[src/rtl/bforge_apb_completer_mem_if.sv]
// APB4 bus bundle between an initiator and the bforge_apb_completer_mem register bank.
interface bforge_apb_completer_mem_if #(
    parameter int ADDR_WIDTH = 16,
    parameter int DATA_WIDTH = 32
) ();
    logic                      PSEL;
    logic                      PENABLE;
    logic                      PWRITE;
    logic [ADDR_WIDTH-1:0]     PADDR;
    logic [DATA_WIDTH-1:0]     PWDATA;
    logic [DATA_WIDTH/8-1:0]   PSTRB;
    logic [2:0]                PPROT;
    logic [DATA_WIDTH-1:0]     PRDATA;
    logic                      PREADY;
    logic                      PSLVERR;

    modport master (
        output PSEL, PENABLE, PWRITE, PADDR, PWDATA, PSTRB, PPROT,
        input  PRDATA, PREADY, PSLVERR
    );

    modport slave (
        input  PSEL, PENABLE, PWRITE, PADDR, PWDATA, PSTRB, PPROT,
        output PRDATA, PREADY, PSLVERR
    );
endinterface

[src/rtl/bforge_apb_completer_mem.sv]
// APB4 completer: word-addressed register bank with programmable wait states, byte strobes and PSLVERR.
// Optional macro BFORGE_APB_COMPLETER_PPROT_EN restricts the upper half of the bank to privileged secure access.
module bforge_apb_completer_mem #(
    parameter int ADDR_WIDTH = 16,
    parameter int DATA_WIDTH = 32,
    parameter int DEPTH      = 16
) (
    input  logic                     PCLK,
    input  logic                     PRESET,
    input  logic [3:0]               wait_cfg,
    bforge_apb_completer_mem_if.slave apb
);
    localparam int IDX_W = $clog2(DEPTH);
    localparam int NB    = DATA_WIDTH / 8;

    // The setup phase is the cycle in which PSEL & ~PENABLE is sampled; the
    // registered state only needs to track whether an access phase is running.
    typedef enum logic {IDLE, ACCESS} state_t;

    state_t                r_state;
    state_t                w_state_nxt;
    logic [3:0]            r_cnt;
    logic [3:0]            w_cnt_nxt;
    logic                  r_ready;
    logic                  w_ready_nxt;
    logic                  r_slverr;
    logic                  w_slverr_nxt;
    logic                  w_wr_en;

    logic                  r_write;
    logic                  r_err;
    logic [IDX_W-1:0]      r_idx;
    logic [DATA_WIDTH-1:0] r_wdata;
    logic [NB-1:0]         r_strb;
    logic [DATA_WIDTH-1:0] r_prdata;
    logic [DATA_WIDTH-1:0] r_mem [DEPTH];

    logic                  w_setup;
    logic [IDX_W-1:0]      w_idx;
    logic                  w_oor;
    logic                  w_prot_err;
    logic                  w_err;

    assign w_setup = apb.PSEL & ~apb.PENABLE;
    assign w_idx   = apb.PADDR[IDX_W+1:2];
    assign w_oor   = |(apb.PADDR >> (IDX_W + 2));

`ifdef BFORGE_APB_COMPLETER_PPROT_EN
    // Upper half demands PPROT[0]=1 (privileged) and PPROT[1]=0 (secure).
    assign w_prot_err = w_idx[IDX_W-1] & ~(apb.PPROT[0] & ~apb.PPROT[1]);
`else
    assign w_prot_err = 1'b0;
`endif

    assign w_err = (|apb.PADDR[1:0]) | w_oor | w_prot_err;

    always_comb begin
        w_state_nxt  = r_state;
        w_cnt_nxt    = r_cnt;
        w_ready_nxt  = r_ready;
        w_slverr_nxt = r_slverr;
        w_wr_en      = 1'b0;
        if (w_setup) begin
            w_state_nxt  = ACCESS;
            w_cnt_nxt    = wait_cfg;
            w_ready_nxt  = (wait_cfg == 4'd0);
            w_slverr_nxt = w_err & (wait_cfg == 4'd0);
        end else begin
            case (r_state)
                IDLE: begin
                    w_ready_nxt  = 1'b0;
                    w_slverr_nxt = 1'b0;
                end
                ACCESS: begin
                    if (!(apb.PSEL && apb.PENABLE)) begin
                        w_state_nxt  = IDLE;
                        w_cnt_nxt    = 4'd0;
                        w_ready_nxt  = 1'b0;
                        w_slverr_nxt = 1'b0;
                    end else if (r_ready) begin
                        w_state_nxt  = IDLE;
                        w_ready_nxt  = 1'b0;
                        w_slverr_nxt = 1'b0;
                        w_wr_en      = r_write & ~r_err;
                    end else begin
                        w_cnt_nxt    = r_cnt - 4'd1;
                        w_ready_nxt  = (r_cnt == 4'd1);
                        w_slverr_nxt = r_err & (r_cnt == 4'd1);
                    end
                end
                default: begin
                    w_state_nxt  = IDLE;
                    w_ready_nxt  = 1'b0;
                    w_slverr_nxt = 1'b0;
                end
            endcase
        end
    end

    always_ff @(posedge PCLK) begin
        if (PRESET) begin
            r_state  <= IDLE;
            r_cnt    <= 4'd0;
            r_ready  <= 1'b0;
            r_slverr <= 1'b0;
        end else begin
            r_state  <= w_state_nxt;
            r_cnt    <= w_cnt_nxt;
            r_ready  <= w_ready_nxt;
            r_slverr <= w_slverr_nxt;
        end
    end

    always_ff @(posedge PCLK) begin
        if (w_setup) begin
            r_write <= apb.PWRITE;
            r_err   <= w_err;
            r_idx   <= w_idx;
            r_wdata <= apb.PWDATA;
            r_strb  <= apb.PSTRB;
        end
    end

    // Errored reads and writes leave PRDATA at zero until the next setup edge.
    always_ff @(posedge PCLK) begin
        if (PRESET) begin
            r_prdata <= '0;
            for (int i = 0; i < DEPTH; i++) begin
                r_mem[i] <= '0;
            end
        end else begin
            if (w_setup) begin
                r_prdata <= (!apb.PWRITE && !w_err) ? r_mem[w_idx] : '0;
            end
            if (w_wr_en) begin
                for (int b = 0; b < NB; b++) begin
                    if (r_strb[b]) begin
                        r_mem[r_idx][8*b +: 8] <= r_wdata[8*b +: 8];
                    end
                end
            end
        end
    end

    assign apb.PRDATA  = r_prdata;
    assign apb.PREADY  = r_ready;
    assign apb.PSLVERR = r_slverr;
endmodule
[src/flat_wrapper.sv]
// flat-port wrapper written by rule: the top's interface ports become plain ports
module bforge_apb_completer_mem_flat 
#(
    parameter int ADDR_WIDTH = 16,
    parameter int DATA_WIDTH = 32,
    parameter int DEPTH      = 16
)
  (PCLK, PRESET, wait_cfg, apb_PSEL, apb_PENABLE, apb_PWRITE, apb_PADDR, apb_PWDATA, apb_PSTRB, apb_PPROT, apb_PRDATA, apb_PREADY, apb_PSLVERR);
  bforge_apb_completer_mem_if #(.ADDR_WIDTH(ADDR_WIDTH), .DATA_WIDTH(DATA_WIDTH)) apb_i ();
  input  logic PCLK;
  input  logic PRESET;
  input  logic [3:0] wait_cfg;
  input wire logic [$bits(apb_i.PSEL)-1:0] apb_PSEL;
  input wire logic [$bits(apb_i.PENABLE)-1:0] apb_PENABLE;
  input wire logic [$bits(apb_i.PWRITE)-1:0] apb_PWRITE;
  input wire logic [$bits(apb_i.PADDR)-1:0] apb_PADDR;
  input wire logic [$bits(apb_i.PWDATA)-1:0] apb_PWDATA;
  input wire logic [$bits(apb_i.PSTRB)-1:0] apb_PSTRB;
  input wire logic [$bits(apb_i.PPROT)-1:0] apb_PPROT;
  output wire logic [$bits(apb_i.PRDATA)-1:0] apb_PRDATA;
  output wire logic [$bits(apb_i.PREADY)-1:0] apb_PREADY;
  output wire logic [$bits(apb_i.PSLVERR)-1:0] apb_PSLVERR;
  assign apb_i.PSEL = apb_PSEL;
  assign apb_i.PENABLE = apb_PENABLE;
  assign apb_i.PWRITE = apb_PWRITE;
  assign apb_i.PADDR = apb_PADDR;
  assign apb_i.PWDATA = apb_PWDATA;
  assign apb_i.PSTRB = apb_PSTRB;
  assign apb_i.PPROT = apb_PPROT;
  assign apb_PRDATA = apb_i.PRDATA;
  assign apb_PREADY = apb_i.PREADY;
  assign apb_PSLVERR = apb_i.PSLVERR;
  bforge_apb_completer_mem #(.ADDR_WIDTH(ADDR_WIDTH), .DATA_WIDTH(DATA_WIDTH), .DEPTH(DEPTH)) u_core (.PCLK(PCLK), .PRESET(PRESET), .wait_cfg(wait_cfg), .apb(apb_i));
endmodule
[config.mk]
export PLATFORM = sky130hd
export DESIGN_NAME = bforge_apb_completer_mem_flat
export DESIGN_NICKNAME = d
export VERILOG_FILES = /design/src/rtl/bforge_apb_completer_mem_if.sv /design/src/rtl/bforge_apb_completer_mem.sv /design/src/flat_wrapper.sv
export SDC_FILE = /design/constraint.sdc
export NUM_CORES = 1
export LEC_CHECK = 0
export CORE_ASPECT_RATIO = 1.2
export CORE_UTILIZATION = 37
export DETAILED_ROUTE_END_ITERATION = 16
export PLACE_DENSITY = 0.55
export SYNTH_ARGS = -nofsm -noshare
export SYNTH_HDL_FRONTEND = slang
export SYNTH_SLANG_ARGS = --single-unit
[constraint.sdc]
create_clock -name PCLK -period 4.18 [get_ports PCLK]
set_clock_uncertainty 0.1 [all_clocks]
set_input_delay 0.836 -clock PCLK [delete_from_list [all_inputs] [get_ports PCLK]]
set_output_delay 0.836 -clock PCLK [all_outputs]
set_load 0.01 [all_outputs]
==> impl_metrics.tcl <==
set metrics [dict create \
    ir_drop_mv 0.3079 \
    synthArstFlopShare 0 \
    die_h_um 295.0 \
    final-max-slew-violation-count 0 \
    rows 107 \
    yosysSeqAreaShare 0.6581 \
    final_core_util 0.4353 \
    port_buffers 94 \
    required_ns 4.37 \
    drc 0 \
    holdWs_ns 0.3724 \
    r2r_cells 6 \
    start_util 0.3737 \
    fp.coreArea_um2 70820 \
    rsz0062_at_grt "false" \
    grt_first_pass_wirelength_um 93510 \
    hpwl_um 41960 \
    post-cts-setup-buffer-count 0 \
    tns_ns 0 \
    ys.warnings.count 0 \
    crit_path_end "u_core.r_mem[10][18]" \
    layout.nets 1871 \
    fmax_mhz 341.0 \
    finalCritPeriodShare 0.7015 \
    arrival_ns 3.12 \
    ys.flop_type "edfxtp_1" \
    path_max_fanout 12 \
    cts_resized 0 \
    htreeDepth 2 \
    n_antenna_cell 0 \
    ant_nets 0 \
    startpoint "apb_PSEL" \
    status "completed" \
    grtUsageTotal 0.1762 \
    layout_commonest_cell "edfxtp_1" \
    fin_crit_ns 2.932 \
    grt_pass1_vias 14389 \
    p_leak_nw 11.23 \
    reg2reg_from "u_core.r_err" \
    io_pins 98 \
    dieArea_um2 72610 \
    fill_cells 6178 \
    holdBufCountCts 0 \
    vias_per_cell 5.085 \
    vias 14140 \
    hold_violations 0 \
    syn-cell-area_um2 26470 \
    gp_congestion 0.7734 \
    synth_edf_count 554 \
    worst_pin_slew_ns 0.9734 \
    syn_nets 1735 \
    clk-insertion-delay-late_ns 0.61 \
    worstReg2RegEnd "u_core.r_mem[3][17]" \
    grt_antenna_before_repair 0 \
    synthToLayoutAreaGrowth_pct 16.50 \
    end_kind "register" \
    synth_cell_types 45 \
    drtIter0Drc 957 \
    maxCapViolCount 0 \
    netlist_instances 1669 \
    power-per-cell-area_nw_per_um2 425.1 \
    grt_start_max_net_pins 74 \
    clkSinkCount 593 \
    tritoncts "built" \
    syn_area_per_cell_um2 15.86 \
    cts-root-buf "clkbuf_16" \
    clockBufferDepth 3 \
    gr-total-overflow 0 \
    die_w_um 246.1 \
    startpoint_type "input pin" \
    drive_gt1_frac 0.1968 \
    max_slew_margin 0.3502 \
    path_class "in2reg" \
    drt_wl_total_um 63570 \
    setup_viol_count_final 0 \
    clk_pin_slew_ns 0.06 \
    min_path_type "reg2reg" \
    wire_per_inst_um 22.86 \
    ys_ff_latch 593 \
    dr.pass1.iters 6 \
    rrSetupSlack_ns 1.52 \
    layout_common_cells "edfxtp_1 (554), and2_1 (513), clkdlybuf4s50_1 (89)" \
    numCtsBuffers 59 \
]
==> report_power, final <==
part	switching (mW)	internal, mW	leakage (nW)
sequential	0.165	6.67	6.01
combinational	0.349	0.301	4.23
clock	2.29	3.34	0.997
==> synth_stat cells (31+ instances only) <==
| master | n | area (um2) |
|---|---|---|
| clkbuf_1 | 63 | 236.5 |
| nor2_1 | 58 | 217.7 |
| or2_2 | 64 | 400.4 |
| edfxtp_1 | 554 | 16640 |
| mux4_1 | 48 | 1261 |
| dfxtp_1 | 39 | 780.8 |
| mux2_2 | 31 | 349.1 |
| mux2i_1 | 35 | 350.3 |
| o21ai_1 | 31 | 155.2 |
| and2_1 | 513 | 3209 |
| a32oi_1 | 31 | 271.5 |
| mux4_2 | 78 | 1757 |
==> cell families after synthesis <==
| kind of cell | after synthesis | synth area share |
|---|---|---|
| adder cells (fa/ha/maj) | 2 | 0.0009454 |
| flip-flops | 593 | 0.6581 |
| multiplexers | 192 | 0.1405 |
| buffers and inverters | 104 | 0.01877 |
| XOR/XNOR | 1 | 0.0003310 |
| AO/OA/AOI/OAI | 82 | 0.02109 |
| AND/OR/NAND/NOR | 695 | 0.1603 |
==> final cells by class <==
type                    count  area [um2]  area share
inverters                   4       15.01   0.0004870
clock inverters            36       449.2     0.01457
repair buffers            175        1614     0.05235
multi-input cells         972        8569      0.2779
clock buffers              75        1609     0.05219
flip-flops and latches    593       17420      0.5649
well taps                 926        1159     0.03758
==> stage by stage <==
step / std cells / setup WS [ns] / total power, mW / instance area (um2)
floorplan: 1669 / 0.9582 / 7.299 / 26470
global placement: 2670 / 0.6735 / 7.609 / 28770
detailed placement: 2670 / 0.6251 / 7.626 / 28770
CTS: 2781 / 1.283 / 13.25 / 30830
global route: 2781 / 1.160 / 13.49 / 30830
finish: 2781 / 1.248 / 13.11 / 30830
==> worst min-delay path by stage <==
stage | startpoint | end | cells after the start
after floorplan | u_core.r_cnt[1] | u_core.r_cnt[1] | 2
after global placement | u_core.apb.PRDATA[30] | u_core.apb.PRDATA[30] | 2
after detailed placement | u_core.apb.PRDATA[30] | u_core.apb.PRDATA[30] | 2
after CTS | u_core.apb.PRDATA[30] | u_core.apb.PRDATA[30] | 2
after global routing | u_core.apb.PRDATA[26] | u_core.apb.PRDATA[26] | 2
final | u_core.apb.PRDATA[30] | u_core.apb.PRDATA[30] | 2
==> sequential cells by signal, summed over array words and instances, names as in the netlist <==
signal              cells
u_core.apb.PRDATA      32
u_core.apb.PREADY       1
u_core.apb.PSLVERR      1
u_core.r_cnt            4
u_core.r_err            1
u_core.r_idx            4
u_core.r_mem          512
u_core.r_state          1
u_core.r_strb           4
u_core.r_wdata         32
u_core.r_write          1
==> layer usage <==
layer | routed length, um | GRT usage | up-vias
met5 | 0 | 0 | -
met4 | 1326 | 0.04817 | 0
met3 | 2816 | 0.02723 | 78
met2 | 32580 | 0.3104 | 294
met1 | 26840 | 0.2241 | 7229
li1 | - | - | 6539
==> worst max-delay path, cell delays in order <==
cell and delay (ns):
clkdlybuf4s50_1 0.80, and4b_1 0.52, nand3_1 0.30, nor2_1 0.20, buf_4 0.18, or2_2 0.28
Power figures use the tool's default switching activity.
